**config.mk**
```make
export PLATFORM = sky130hd
export DESIGN_NAME = execute_stage_pipe_flat
export DESIGN_NICKNAME = d
export VERILOG_FILES = /design/src/rtl/execute_stage_pipe_if.sv /design/src/rtl/execute_stage_pipe.sv /design/src/flat_wrapper.sv
export SDC_FILE = /design/constraint.sdc
export NUM_CORES = 1
export LEC_CHECK = 0
export BUFFER_PORTS_ARGS = -buffer_cell sky130_fd_sc_hd__clkbuf_2
export CORE_MARGIN = 4
export CORE_UTILIZATION = 39
export DETAILED_ROUTE_END_ITERATION = 10
export PLACE_DENSITY = 0.56
export SYNTH_ARGS = -nofsm -noshare
export SYNTH_HDL_FRONTEND = slang
export SYNTH_SLANG_ARGS = --single-unit
```
**constraint.sdc**
```tcl
create_clock -name clk -period 4.2 [get_ports clk]
set_input_delay 0.42 -clock clk [delete_from_list [all_inputs] [get_ports clk]]
set_output_delay 0.42 -clock clk [all_outputs]
set_load 0.01 [all_outputs]
```
**src/rtl/execute_stage_pipe_if.sv**
```systemverilog
// Decode-to-memory bus of the execute stage: op/sideband in, EX/MEM register out.
// master drives the op side and consumes results; slave is the execute stage itself.
interface execute_stage_pipe_if #(
   parameter int DATA_W = 16,
   parameter int REG_AW = 3
);
   logic              in_valid;
   logic              in_ready;
   logic [DATA_W-1:0] op1;
   logic [DATA_W-1:0] op2;
   logic [2:0]        alu_mode;
   logic              reg_write;
   logic [REG_AW-1:0] reg_waddr;
   logic [DATA_W-1:0] sign_ext;
   logic              wb_sel;
   logic [DATA_W-1:0] rd_data1;
   logic [DATA_W-1:0] rd_data2;
   logic              mem_read;
   logic              mem_write;
   logic              flush;

   logic              out_valid;
   logic              out_ready;
   logic [DATA_W-1:0] result_r;
   logic [2:0]        flags_r;
   logic              reg_write_r;
   logic [REG_AW-1:0] reg_waddr_r;
   logic [DATA_W-1:0] sign_ext_r;
   logic              wb_sel_r;
   logic [DATA_W-1:0] rd_data1_r;
   logic [DATA_W-1:0] rd_data2_r;
   logic              mem_read_r;
   logic              mem_write_r;

   modport master (
      output in_valid, op1, op2, alu_mode, reg_write, reg_waddr, sign_ext, wb_sel,
             rd_data1, rd_data2, mem_read, mem_write, flush, out_ready,
      input  in_ready, out_valid, result_r, flags_r, reg_write_r, reg_waddr_r, sign_ext_r,
             wb_sel_r, rd_data1_r, rd_data2_r, mem_read_r, mem_write_r
   );

   modport slave (
      input  in_valid, op1, op2, alu_mode, reg_write, reg_waddr, sign_ext, wb_sel,
             rd_data1, rd_data2, mem_read, mem_write, flush, out_ready,
      output in_ready, out_valid, result_r, flags_r, reg_write_r, reg_waddr_r, sign_ext_r,
             wb_sel_r, rd_data1_r, rd_data2_r, mem_read_r, mem_write_r
   );
endinterface

```
**src/rtl/execute_stage_pipe.sv**
```systemverilog
// Execute stage: ALU plus iterative shift-add MUL feeding an EX/MEM register; latency 1 (MUL DATA_W+2).
// Backpressure: EX/MEM register holds while out_valid & !out_ready; in_ready drops while busy or flushed.
module execute_stage_pipe #(
   parameter int DATA_W = 16,
   parameter int REG_AW = 3,
   parameter int MUL_EN = 1
) (
   input logic                  clk,
   input logic                  reset,
   execute_stage_pipe_if.slave  bus
);
   localparam int SH_W = $clog2(DATA_W);

   typedef enum logic [1:0] {IDLE, MUL, DONE} state_t;

   typedef struct packed {
      logic              reg_write;
      logic [REG_AW-1:0] reg_waddr;
      logic [DATA_W-1:0] sign_ext;
      logic              wb_sel;
      logic [DATA_W-1:0] rd_data1;
      logic [DATA_W-1:0] rd_data2;
      logic              mem_read;
      logic              mem_write;
   } side_t;

   state_t            state;
   logic [SH_W-1:0]   mul_cnt;
   logic [DATA_W-1:0] mul_a, mul_b, mul_acc;
   side_t             mul_side, side_in, side_r;
   logic              out_valid;
   logic [DATA_W-1:0] result_r;
   logic [2:0]        flags_r;

   logic              in_ready, accept, is_mul, alu_c;
   logic [DATA_W-1:0] alu_res;
   logic [DATA_W:0]   wide;

   assign side_in = '{reg_write: bus.reg_write, reg_waddr: bus.reg_waddr,
                      sign_ext: bus.sign_ext, wb_sel: bus.wb_sel,
                      rd_data1: bus.rd_data1, rd_data2: bus.rd_data2,
                      mem_read: bus.mem_read, mem_write: bus.mem_write};

   assign in_ready = reset && (state == IDLE) && (!out_valid || bus.out_ready) && !bus.flush;
   assign accept   = bus.in_valid && in_ready;
   assign is_mul   = (MUL_EN != 0) && (bus.alu_mode == 3'b110);

   // The extra top bit of 'wide' carries ADD carry-out and the last bit shifted out by SHL.
   always_comb begin
      alu_res = '0;
      alu_c   = 1'b0;
      wide    = '0;
      case (bus.alu_mode)
         3'b000: begin
            wide    = {1'b0, bus.op1} + {1'b0, bus.op2};
            alu_res = wide[DATA_W-1:0];
            alu_c   = wide[DATA_W];
         end
         3'b001: begin
            alu_res = bus.op1 - bus.op2;
            alu_c   = bus.op1 < bus.op2;
         end
         3'b010: alu_res = bus.op1 & bus.op2;
         3'b011: alu_res = bus.op1 | bus.op2;
         3'b100: alu_res = ~bus.op1;
         3'b101: begin
            wide    = {1'b0, bus.op1} << bus.op2[SH_W-1:0];
            alu_res = wide[DATA_W-1:0];
            alu_c   = wide[DATA_W];
         end
         default: alu_res = bus.op2;
      endcase
   end

   always_ff @(posedge clk) begin
      if (!reset) begin
         state     <= IDLE;
         mul_cnt   <= '0;
         mul_a     <= '0;
         mul_b     <= '0;
         mul_acc   <= '0;
         mul_side  <= '0;
         side_r    <= '0;
         out_valid <= 1'b0;
         result_r  <= '0;
         flags_r   <= '0;
      end else if (bus.flush) begin
         state     <= IDLE;
         mul_cnt   <= '0;
         out_valid <= 1'b0;
      end else begin
         if (out_valid && bus.out_ready) out_valid <= 1'b0;
         case (state)
            IDLE: begin
               if (accept && is_mul) begin
                  mul_a    <= bus.op1;
                  mul_b    <= bus.op2;
                  mul_acc  <= '0;
                  mul_cnt  <= '0;
                  mul_side <= side_in;
                  state    <= MUL;
               end else if (accept) begin
                  result_r  <= alu_res;
                  flags_r   <= {alu_res == '0, alu_res[DATA_W-1], alu_c};
                  side_r    <= side_in;
                  out_valid <= 1'b1;
               end
            end
            MUL: begin
               if (mul_b[0]) mul_acc <= mul_acc + mul_a;
               mul_a   <= mul_a << 1;
               mul_b   <= mul_b >> 1;
               mul_cnt <= mul_cnt + 1'b1;
               if (mul_cnt == SH_W'(DATA_W - 1)) state <= DONE;
            end
            DONE: begin
               if (!out_valid || bus.out_ready) begin
                  result_r  <= mul_acc;
                  flags_r   <= {mul_acc == '0, mul_acc[DATA_W-1], 1'b0};
                  side_r    <= mul_side;
                  out_valid <= 1'b1;
                  state     <= IDLE;
               end
            end
            default: state <= IDLE;
         endcase
      end
   end

   assign bus.in_ready    = in_ready;
   assign bus.out_valid   = out_valid;
   assign bus.result_r    = result_r;
   assign bus.flags_r     = flags_r;
   assign bus.reg_write_r = side_r.reg_write;
   assign bus.reg_waddr_r = side_r.reg_waddr;
   assign bus.sign_ext_r  = side_r.sign_ext;
   assign bus.wb_sel_r    = side_r.wb_sel;
   assign bus.rd_data1_r  = side_r.rd_data1;
   assign bus.rd_data2_r  = side_r.rd_data2;
   assign bus.mem_read_r  = side_r.mem_read;
   assign bus.mem_write_r = side_r.mem_write;
endmodule

```
**src/flat_wrapper.sv**
```systemverilog
// flat-port wrapper written by rule: the top's interface ports become plain ports
module execute_stage_pipe_flat 
#(
   parameter int DATA_W = 16,
   parameter int REG_AW = 3,
   parameter int MUL_EN = 1
)
  (clk, reset, bus_in_valid, bus_op1, bus_op2, bus_alu_mode, bus_reg_write, bus_reg_waddr, bus_sign_ext, bus_wb_sel, bus_rd_data1, bus_rd_data2, bus_mem_read, bus_mem_write, bus_flush, bus_out_ready, bus_in_ready, bus_out_valid, bus_result_r, bus_flags_r, bus_reg_write_r, bus_reg_waddr_r, bus_sign_ext_r, bus_wb_sel_r, bus_rd_data1_r, bus_rd_data2_r, bus_mem_read_r, bus_mem_write_r);
  execute_stage_pipe_if #(.DATA_W(DATA_W), .REG_AW(REG_AW)) bus_i ();
  input logic clk;
  input logic reset;
  input wire logic [$bits(bus_i.in_valid)-1:0] bus_in_valid;
  input wire logic [$bits(bus_i.op1)-1:0] bus_op1;
  input wire logic [$bits(bus_i.op2)-1:0] bus_op2;
  input wire logic [$bits(bus_i.alu_mode)-1:0] bus_alu_mode;
  input wire logic [$bits(bus_i.reg_write)-1:0] bus_reg_write;
  input wire logic [$bits(bus_i.reg_waddr)-1:0] bus_reg_waddr;
  input wire logic [$bits(bus_i.sign_ext)-1:0] bus_sign_ext;
  input wire logic [$bits(bus_i.wb_sel)-1:0] bus_wb_sel;
  input wire logic [$bits(bus_i.rd_data1)-1:0] bus_rd_data1;
  input wire logic [$bits(bus_i.rd_data2)-1:0] bus_rd_data2;
  input wire logic [$bits(bus_i.mem_read)-1:0] bus_mem_read;
  input wire logic [$bits(bus_i.mem_write)-1:0] bus_mem_write;
  input wire logic [$bits(bus_i.flush)-1:0] bus_flush;
  input wire logic [$bits(bus_i.out_ready)-1:0] bus_out_ready;
  output wire logic [$bits(bus_i.in_ready)-1:0] bus_in_ready;
  output wire logic [$bits(bus_i.out_valid)-1:0] bus_out_valid;
  output wire logic [$bits(bus_i.result_r)-1:0] bus_result_r;
  output wire logic [$bits(bus_i.flags_r)-1:0] bus_flags_r;
  output wire logic [$bits(bus_i.reg_write_r)-1:0] bus_reg_write_r;
  output wire logic [$bits(bus_i.reg_waddr_r)-1:0] bus_reg_waddr_r;
  output wire logic [$bits(bus_i.sign_ext_r)-1:0] bus_sign_ext_r;
  output wire logic [$bits(bus_i.wb_sel_r)-1:0] bus_wb_sel_r;
  output wire logic [$bits(bus_i.rd_data1_r)-1:0] bus_rd_data1_r;
  output wire logic [$bits(bus_i.rd_data2_r)-1:0] bus_rd_data2_r;
  output wire logic [$bits(bus_i.mem_read_r)-1:0] bus_mem_read_r;
  output wire logic [$bits(bus_i.mem_write_r)-1:0] bus_mem_write_r;
  assign bus_i.in_valid = bus_in_valid;
  assign bus_i.op1 = bus_op1;
  assign bus_i.op2 = bus_op2;
  assign bus_i.alu_mode = bus_alu_mode;
  assign bus_i.reg_write = bus_reg_write;
  assign bus_i.reg_waddr = bus_reg_waddr;
  assign bus_i.sign_ext = bus_sign_ext;
  assign bus_i.wb_sel = bus_wb_sel;
  assign bus_i.rd_data1 = bus_rd_data1;
  assign bus_i.rd_data2 = bus_rd_data2;
  assign bus_i.mem_read = bus_mem_read;
  assign bus_i.mem_write = bus_mem_write;
  assign bus_i.flush = bus_flush;
  assign bus_i.out_ready = bus_out_ready;
  assign bus_in_ready = bus_i.in_ready;
  assign bus_out_valid = bus_i.out_valid;
  assign bus_result_r = bus_i.result_r;
  assign bus_flags_r = bus_i.flags_r;
  assign bus_reg_write_r = bus_i.reg_write_r;
  assign bus_reg_waddr_r = bus_i.reg_waddr_r;
  assign bus_sign_ext_r = bus_i.sign_ext_r;
  assign bus_wb_sel_r = bus_i.wb_sel_r;
  assign bus_rd_data1_r = bus_i.rd_data1_r;
  assign bus_rd_data2_r = bus_i.rd_data2_r;
  assign bus_mem_read_r = bus_i.mem_read_r;
  assign bus_mem_write_r = bus_i.mem_write_r;
  execute_stage_pipe #(.DATA_W(DATA_W), .REG_AW(REG_AW), .MUL_EN(MUL_EN)) u_core (.clk(clk), .reset(reset), .bus(bus_i));
endmodule
```
==> impl_metrics.py <==
metrics = {
    "timing": {
        "grt_setup_unrepaired": "no",
        "worst_slew_pin_slew_ps": 1140,
        "fin_setup_tns_ps": 0,
        "fin_skew_ps": 12.8,
        "hold_viol_final": 0,
        "finalSetupViolCount": 0,
        "slew_headroom_pct": 23.9,
        "period_minus_slack_ps": 3260,
        "fin_crit_sh_pct": 77.5,
        "maxSlewViolCount": 0,
        "max_freq_mhz": 307,
    },
    "worst_setup_path": {
        "worstReg2RegStart": "u_core.mul_a[1]$_SDFFE_PN0P_",
        "rr_endpoint": "u_core.mul_acc[15]$_SDFFE_PN0P_",
        "end_kind": "register",
        "critPathCapture": "u_core.bus.flags_r[2]$_SDFFE_PN0P_",
        "crit_type": "primary input to register",
        "startpoint": "bus_op2[2]",
        "required_ps": 4520,
        "r2r_slack_ps": 1470,
        "reg2reg_depth": 10,
        "start_kind": "primary input",
        "cp_max_fo": 13,
        "cp.arrival_ps": 3570,
    },
    "global_route": {
        "grt_pass1_vias": 10600,
        "grt_pass1_wl_um": 60400,
        "grt_max_degree": 125,
        "grt.overflow.total": 0,
        "track_usage_pct": 24.0,
        "antenna_found_initial": 0,
    },
    "detailed_routing": {
        "wire_per_inst_um": 19.5,
        "via_count": 11400,
        "routed_wl_um": 39000,
        "first_iter_violations": 976,
        "drc": 0,
        "first_pass_iters": 6,
        "avgViaCountPerCell": 5.68,
        "antenna_left": 0,
    },
    "place": {
        "gp_congestion": 0.923,
        "io_buffers": 170,
        "hpwl_um": 27800,
    },
    "cts": {
        "cts_tree": "done",
        "clkSlewWorstSetupHoldPaths_ps": 80,
        "post_cts_resized": 0,
        "cts_setup_buffers": 0,
        "cts.sinks": 183,
        "clkLatencyLatePin_ps": 440,
        "cts_root_buf": "clkbuf_16",
        "htree_levels": 4,
        "cts_buffers": 17,
        "clk_path_buf_depth": 2,
        "cts_hold_buf": 0,
    },
    "run": {
        "drv_cap": 0,
    },
    "logic_synthesis": {
        "synth_edf_count": 0,
        "synthesis.area_um2": 11400,
        "seq_area_frac_synth_pct": 32.2,
        "synth_nets": 1669,
        "synth_top_area_share_pct": 32.2,
        "synth.largest_area_cell": "dfxtp_1",
        "yosysUniqueCellTypes": 94,
        "yosys-top-cells-area": "dfxtp_1 (32%), nand2_1 (11%), ha_1 (7.7%)",
        "yosysWarnings": 0,
        "async_reset_ff_share_pct": 0,
        "ys.flop_type": "dfxtp_1",
        "syn_inst": 1501,
        "ys_ff_latch": 183,
        "syn_avg_cell_area_um2": 7.57,
    },
    "pwr": {
        "sw_frac_of_total_pct": 29.9,
        "combPwrFrac_pct": 16.9,
        "power.density_nw_per_um2": 321,
        "clkPwrFrac_pct": 40.7,
        "seqPwrFrac_pct": 42.4,
        "ir_drop_mv": 0.250,
        "static-leakage-power_nw": 5.33,
        "finalPower_mw": 4.20,
        "p_int_mw": 2.94,
        "power.switching_mw": 1.26,
    },
    "layout": {
        "multi_input_area_um2": 7010,
        "nets": 1774,
        "final_layout_size_suffix_gt1_share_pct": 16.5,
        "n_antenna_cell": 0,
        "fillers": 2999,
        "regArea_um2": 3660,
        "area_growth_pct": 15.2,
    },
    "die": {
        "rows": 62,
        "dieArea_um2": 31900,
        "die_w_um": 179,
        "boundaryPins": 171,
        "die_y_um": 179,
        "core_region_area_um2": 28700,
        "floorplan.initialDensity_pct": 39.6,
    },
    "run_status": {
        "status": "finished, final reports clean",
    },
    "worst_hold_path": {
        "hp-class": "primary input to register",
    },
}
placed cells by master (no fill, tap or decap), types with 4 or more instances in the layout:
cell type,n
nor2b_1,6
clkinv_8,4
or3_1,4
o21ai_0,59
a21boi_0,4
nand2_1,340
xnor2_1,18
nand3_1,21
nor3_1,26
o221ai_1,5
o31ai_1,5
a311oi_1,90
o211ai_1,6
a211oi_1,8
a21o_1,13
a221oi_1,5
mux2i_1,19
o21a_1,7
buf_4,25
ha_1,70
o21bai_1,5
nand2b_1,14
nand4_1,6
inv_1,49
o22ai_1,9
nor4_1,10
nor2_1,155
inv_8,4
a22oi_1,18
a21oi_1,129
xor2_1,6
clkbuf_16,17
clkbuf_2,170
mux4_2,5
dfxtp_1,183
worst min path at each step:
stage	from	endpoint	slack [ps]	cells after the start
6_report	bus_rd_data1[14]	u_core.mul_side[32]$_SDFFE_PN0P_	210	3
5_1_grt	bus_sign_ext[5]	u_core.mul_side[40]$_SDFFE_PN0P_	210	3
4_1_cts	bus_rd_data1[14]	u_core.mul_side[32]$_SDFFE_PN0P_	180	3
3_5_place_dp	u_core.mul_side[49]$_SDFFE_PN0P_	u_core.mul_side[49]$_SDFFE_PN0P_	450	2
3_3_place_gp	u_core.mul_side[25]$_SDFFE_PN0P_	u_core.mul_side[25]$_SDFFE_PN0P_	440	2
2_1_floorplan	u_core.mul_b[15]$_SDFFE_PN0P_	u_core.mul_b[15]$_SDFFE_PN0P_	430	2
power groups by stage:
stage / Clock (mW) / Sequential (mW) / Combinational [mW]
3_3_place_gp: 0 / 1.82 / 0.705
5_1_grt: 1.83 / 1.78 / 0.774
2_1_floorplan: 0 / 1.83 / 0.432
3_5_place_dp: 0 / 1.82 / 0.701
4_1_cts: 1.76 / 1.78 / 0.704
6_report: 1.71 / 1.78 / 0.711
cells by family after synthesis:
group	after synthesis	synth area share, %
AOI/OAI and AO/OA	413	25.1
xor gates and xnor gates	24	1.85
adders and majority gates	73	8.24
buffers and inverters	165	6.40
DFF	183	32.2
muxes	27	2.96
and+or+nand+nor	616	23.2
cell usage after synthesis (all sizes together) (15+ instances only):
cell type	number
nand2	341
dfxtp	183
nor2	156
a21oi	129
a311oi	91
clkbuf	86
ha	70
o21ai	60
inv	51
nor3	27
buf	26
nand3	22
mux2i	19
a22oi	18
xnor2	18
nand2b	15
layout make-up:
cell class	instances	area share, %
multi-input combinational	1153	53.6
sequential	183	28.0
timing repair buffer	198	8.39
tap	384	3.67
clock buffer	18	3.28
clock inverter	14	1.57
inverter	53	1.54
critical path: stages:
cell,delay (ps)
clkbuf_2,270
inv_2,180
ha_1,420
nand3_1,120
o2111ai_1,180
a41oi_2,430
o21ai_0,190
a2111oi_0,530
a211oi_2,90
xnor2_1,260
a21oi_1,110
o41ai_1,370
stage by stage:
| stage | hold slack, ps | worst slack (ps) | util [%] | area, um^2 | cells |
|---|---|---|---|---|---|
| after floorplan | 432 | 1080 | - | 11400 | 1501 |
| after global placement | 442 | 583 | 43.4 | 12500 | 1971 |
| after detailed placement | 447 | 597 | 43.4 | 12500 | 1971 |
| after CTS | 183 | 1040 | 45.6 | 13100 | 2003 |
| after global routing | 206 | 693 | 45.6 | 13100 | 2003 |
| final | 205 | 945 | 45.6 | 13100 | 2003 |
sequential cells by signal (all words and copies together), names as in the netlist, 15 cells and up:
name / count
u_core.bus.rd_data2_r: 16
u_core.mul_side: 55
u_core.bus.rd_data1_r: 16
u_core.bus.sign_ext_r: 16
u_core.mul_b: 16
u_core.bus.result_r: 15
u_core.mul_a: 16
u_core.mul_acc: 16
metal layers:
metal	vias up	track usage (%)	share of wire [%]
met3	67	3.42	6.1
met4	0	9.98	4.0
met5	-	0	0
met2	388	37.9	45
li1	5545	-	-
met1	5381	32.9	45
No activity file was read; power rests on OpenSTA's default activity.
